**src/rtl/tnn_infer_ctrl.sv**
```systemverilog
// Sequencer for a combinational TNN classifier: assembles serial feature beats,
// waits for the classifier to settle, scores the prediction and emits each result.
module tnn_infer_ctrl #(
  parameter int FEAT_CNT  = 12,
  parameter int FEAT_BITS = 4,
  parameter int CLASS_CNT = 6,
  parameter int TEST_CNT  = 1000,
  parameter int CLS_LAT   = 0,
  localparam int LBL_W    = $clog2(CLASS_CNT),
  localparam int CNT_W    = $clog2(TEST_CNT + 1)
) (
  input  logic                          clk,
  input  logic                          rst_n,
  input  logic                          start,
  input  logic                          in_valid,
  output logic                          in_ready,
  input  logic [FEAT_BITS-1:0]          in_data,
  input  logic [LBL_W-1:0]              in_label,
  output logic [FEAT_CNT*FEAT_BITS-1:0] features,
  input  logic [LBL_W-1:0]              prediction,
  output logic                          out_valid,
  input  logic                          out_ready,
  output logic [LBL_W-1:0]              out_pred,
  output logic                          out_hit,
  output logic [CNT_W-1:0]              sample_idx,
  output logic [CNT_W-1:0]              correct_cnt,
  output logic                          busy,
  output logic                          done
);

  localparam int FIDX_W = (FEAT_CNT > 1) ? $clog2(FEAT_CNT) : 1;
  localparam int WCNT_W = (CLS_LAT > 0) ? $clog2(CLS_LAT + 1) : 1;

  typedef enum logic [2:0] {
    IDLE = 3'd0,
    LOAD = 3'd1,
    WAIT = 3'd2,
    EMIT = 3'd3,
    DONE = 3'd4
  } state_t;

  state_t                        state_q, state_d;
  logic [FIDX_W-1:0]             feat_idx_q, feat_idx_d;
  logic [WCNT_W-1:0]             wait_cnt_q, wait_cnt_d;
  logic [FEAT_CNT*FEAT_BITS-1:0] features_q, features_d;
  logic [LBL_W-1:0]              label_q, label_d;
  logic [LBL_W-1:0]              out_pred_q, out_pred_d;
  logic                          out_hit_q, out_hit_d;
  logic [CNT_W-1:0]              sample_idx_q, sample_idx_d;
  logic [CNT_W-1:0]              correct_cnt_q, correct_cnt_d;
  logic                          hit;

  assign hit = (prediction == label_q);

  always_comb begin
    state_d       = state_q;
    feat_idx_d    = feat_idx_q;
    wait_cnt_d    = wait_cnt_q;
    features_d    = features_q;
    label_d       = label_q;
    out_pred_d    = out_pred_q;
    out_hit_d     = out_hit_q;
    sample_idx_d  = sample_idx_q;
    correct_cnt_d = correct_cnt_q;

    case (state_q)
      IDLE, DONE: begin
        if (start) begin
          state_d       = LOAD;
          sample_idx_d  = '0;
          correct_cnt_d = '0;
          feat_idx_d    = '0;
        end
      end
      LOAD: begin
        if (in_valid) begin
          for (int i = 0; i < FEAT_CNT; i++) begin
            if (feat_idx_q == FIDX_W'(i)) begin
              features_d[i*FEAT_BITS +: FEAT_BITS] = in_data;
            end
          end
          if (feat_idx_q == FIDX_W'(FEAT_CNT - 1)) begin
            label_d    = in_label;
            feat_idx_d = '0;
            wait_cnt_d = WCNT_W'(CLS_LAT);
            state_d    = WAIT;
          end else begin
            feat_idx_d = feat_idx_q + FIDX_W'(1);
          end
        end
      end
      WAIT: begin
        // The label was captured with the last beat, so prediction is scored here.
        if (wait_cnt_q == '0) begin
          out_pred_d = prediction;
          out_hit_d  = hit;
          if (hit) begin
            correct_cnt_d = correct_cnt_q + CNT_W'(1);
          end
          state_d = EMIT;
        end else begin
          wait_cnt_d = wait_cnt_q - WCNT_W'(1);
        end
      end
      EMIT: begin
        if (out_ready) begin
          if (sample_idx_q == CNT_W'(TEST_CNT - 1)) begin
            state_d = DONE;
          end else begin
            sample_idx_d = sample_idx_q + CNT_W'(1);
            state_d      = LOAD;
          end
        end
      end
      default: state_d = IDLE;
    endcase
  end

  always_ff @(posedge clk or negedge rst_n) begin
    if (!rst_n) begin
      state_q       <= IDLE;
      feat_idx_q    <= '0;
      wait_cnt_q    <= '0;
      features_q    <= '0;
      label_q       <= '0;
      out_pred_q    <= '0;
      out_hit_q     <= 1'b0;
      sample_idx_q  <= '0;
      correct_cnt_q <= '0;
    end else begin
      state_q       <= state_d;
      feat_idx_q    <= feat_idx_d;
      wait_cnt_q    <= wait_cnt_d;
      features_q    <= features_d;
      label_q       <= label_d;
      out_pred_q    <= out_pred_d;
      out_hit_q     <= out_hit_d;
      sample_idx_q  <= sample_idx_d;
      correct_cnt_q <= correct_cnt_d;
    end
  end

  assign in_ready    = (state_q == LOAD);
  assign out_valid   = (state_q == EMIT);
  assign busy        = (state_q == LOAD) || (state_q == WAIT) || (state_q == EMIT);
  assign done        = (state_q == DONE);
  assign features    = features_q;
  assign out_pred    = out_pred_q;
  assign out_hit     = out_hit_q;
  assign sample_idx  = sample_idx_q;
  assign correct_cnt = correct_cnt_q;

endmodule

```
**config.mk**
```make
export PLATFORM = sky130hd
export DESIGN_NAME = tnn_infer_ctrl
export DESIGN_NICKNAME = d
export VERILOG_FILES = /design/src/rtl/tnn_infer_ctrl.sv
export SDC_FILE = /design/constraint.sdc
export NUM_CORES = 1
export LEC_CHECK = 0
export ABC_AREA = 0
export CAP_MARGIN = 30
export CORE_ASPECT_RATIO = 0.7
export CORE_UTILIZATION = 53
export DETAILED_ROUTE_END_ITERATION = 8
export GPL_TIMING_DRIVEN = 0
export PLACE_DENSITY = 0.86
export SLEW_MARGIN = 15
export SYNTH_ARGS = -nofsm -noshare
export SYNTH_HDL_FRONTEND = slang
export SYNTH_SLANG_ARGS = --single-unit
export TNS_END_PERCENT = 1
```
**constraint.sdc**
```tcl
create_clock -name clk -period 5 [get_ports clk]
set_clock_uncertainty 0.15 [all_clocks]
set_input_delay 1 -clock clk [delete_from_list [all_inputs] [get_ports clk]]
set_output_delay 1 -clock clk [all_outputs]
set_load 0.05 [all_outputs]
```
==> flow_metrics.tcl <==
set metrics [dict create \
    netlist.top_cell.by_area "dfrtp_1" \
    antenna_left 0 \
    setup.worst_path.start_class "register" \
    drc 0 \
    cap_violations 0 \
    r2r-start "feat_idx_q[0]" \
    critPathArrivalTime_ps 2330 \
    syn_nets 341 \
    critPathMaxStageDelay_ps 810 \
    p_per_area_nw_per_um2 631 \
    ctsResizeCount 0 \
    netlist.area_leader.share_pct 54.3 \
    grt_usage_pct 25.4 \
    dp_slack_ps 1910 \
    rows 25 \
    synth_cell_type_count 41 \
    synthXorXnorAreaFrac_pct 0.695 \
    vias 2925 \
    netlist_area_um2 3780 \
    path_depth 5 \
    critPathMaxFanout 10 \
    wl_per_cell_um 17.1 \
    dp_hpwl_um 6450 \
    nets 443 \
    clock_sinks 82 \
    drt-total-wl_um 8890 \
    clk-insertion-delay-late_ps 350 \
    setup_viol 0 \
    worstPathCellList "buf_2 > nand3b_1 > clkbuf_1 > inv_1 > clkdlybuf4s50_1" \
    synth_top_family_by_area "multiplexers" \
    slew_viol_final 0 \
    grt_pass1_wl_um 14300 \
    period_share_pct 69.6 \
    die-height_um 72.7 \
    fin_util_pct 73.3 \
    cts_tree "yes" \
    synth_area_per_cell_um2 11.8 \
    async_flop_share_pct 100 \
    antennaDiodeCount 0 \
    r2r-end "label_q[0]" \
    rsz0062_at_grt "no" \
    grt_pass1_vias 2783 \
    synth_area_leaders "dfrtp_1 (54%), mux2_2 (15%), nand2_1 (3.4%)" \
    p_clk_share_pct 14.4 \
    portBuffers 90 \
    final_area_um2 5000 \
    pin_count 91 \
    hold_viol_final 0 \
    reg2regPathDepth 4 \
    synth_compound_area_share_pct 9.43 \
    tightest_slew_ps 680 \
    drive_gt1_share_pct 19.1 \
    core-area_um2 6820 \
    power_leakage_uw 0.00219 \
    synth_cells 320 \
    synth_fa_ha_area_share_pct 1.98 \
    yosys.area_share.simple_pct 14.5 \
    period_needed_ps 3480 \
    worst_path_dominant_cell_family "buffers and inverters" \
    crit_end "out_valid" \
    ys_seq_area_share_pct 54.3 \
    start_util_pct 55.5 \
    antenna_found_initial 0 \
    outcome "complete, no violations" \
    final_common_cell "clkdlybuf4s50_1" \
    synth_flop_cell "dfrtp_1" \
    synthMuxAreaShare_pct 16.3 \
    crit_path_start "state_q[0]" \
    ys.warnings.count 0 \
    htreeDepth 3 \
    syn_to_final_growth_pct 32.2 \
    synth_edf_count 0 \
    die_w_um 103 \
    clockBufferDepth 2 \
    vias_per_cell 5.64 \
    synth_seq_cells 82 \
    power_frac_comb_pct 52.9 \
    power.internal_uw 1720 \
    switching_power_uw 1440 \
    dpl_cell_area_um2 4820 \
    grt_max_degree 45 \
    clk_pin_slew_ps 80 \
    cts_buffers 9 \
    setup_slack_ps 1520 \
    dieArea_um2 7480 \
    clockRootBuffer "clkbuf_8" \
    dr.pass1.iters 4 \
    p_sw_share_pct 45.5 \
    total_power_uw 3150 \
    cts_hold_buffers 0 \
    critical_path_buf_inv_count 4 \
    timing.setup.tns_ps 0 \
    max_freq_ghz 0.288 \
    ir_drop_uv 486 \
    r2r_slack_ps 2910 \
    hold_class "reg2reg" \
    slew_headroom_pct 53.5 \
    mostFrequentLayoutCells "clkdlybuf4s50_1 (89), dfrtp_1 (82), mux2_2 (52)" \
    cp_slowest_cell "clkdlybuf4s50_1" \
    worstSetupPathType "reg2out" \
    gp_congestion 0.831 \
    worst_setup_path_end_kind "output pin" \
    cts_setup_buffers 0 \
    grt_overflow 0 \
    detail_route.iter0.violations 122 \
    seqPwrFrac_pct 32.7 \
    required_ps 3850 \
]
[cell families (layout without fill, tap and decap cells)]
logic type      count (synthesis)  in the layout
compound gates                 54             54
xor+xnor                        3              3
fa+ha+maj                       6              6
buf+inv                        23            128
flops                          82             82
mux                            55             55
simple gates                   97             97
[metrics by stage]
stage                     hold WS (ps)  cells
after floorplan                    342    320
after global routing               355    519
after detailed placement           323    505
final                              331    519
after CTS                          339    519
after global placement             314    504
[power groups by stage]
| stage | clock, uW | combinational, uW | sequential (uW) |
|---|---|---|---|
| after floorplan | 0 | 434 | 1720 |
| after global placement | 0 | 1630 | 1030 |
| after detailed placement | 0 | 1680 | 1040 |
| after CTS | 460 | 1680 | 1030 |
| after global routing | 487 | 1750 | 1060 |
| final | 453 | 1670 | 1030 |
[area by class of cell]
| cell class | instances | area [um2] |
|---|---|---|
| Fill cell | 516 | 1820 |
| Sequential cell | 82 | 2050 |
| Multi-Input combinational cell | 215 | 1620 |
| Buffer | 16 | 82.6 |
| Clock buffer | 9 | 124 |
| Timing Repair Buffer | 91 | 918 |
| Clock inverter | 5 | 57.6 |
| Tap cell | 94 | 118 |
| Inverter | 7 | 26.3 |
[cells in the mapped netlist, types with 4 or more instances]
cell type and n:
dfrtp_1 82, mux2_2 52, nand2_1 34, o21ai_0 15
o31ai_1 15, nor2_1 13, nand3_1 10, a21oi_1 7
and3_1 7, clkbuf_1 7, inv_1 7, buf_2 6
ha_1 6, nand4_1 6, a41oi_1 5, and2_1 4
[per-layer routing]
metal	vias to the layer above	global-route usage, %	wire length, um
met1	1461	35.5	4140
li1	1369	-	-
met2	86	40.3	4290
met3	9	6.13	372
met4	0	6.42	84
met5	-	0	0
[sequential cells by signal, indices dropped and copies added (netlist names)]
signal / cells
out_hit: 1
feat_idx_q: 4
correct_cnt: 10
features: 48
sample_idx: 10
out_pred: 3
label_q: 3
state_q: 3
[worst min path at each step]
stage	start	end	depth (start not counted)
after detailed placement	out_hit	out_hit	1
final	out_hit	out_hit	1
after global placement	out_pred[0]	out_pred[0]	2
after floorplan	feat_idx_q[2]	feat_idx_q[2]	2
after CTS	out_hit	out_hit	1
after global routing	out_hit	out_hit	1
Power figures use the tool's default switching activity.
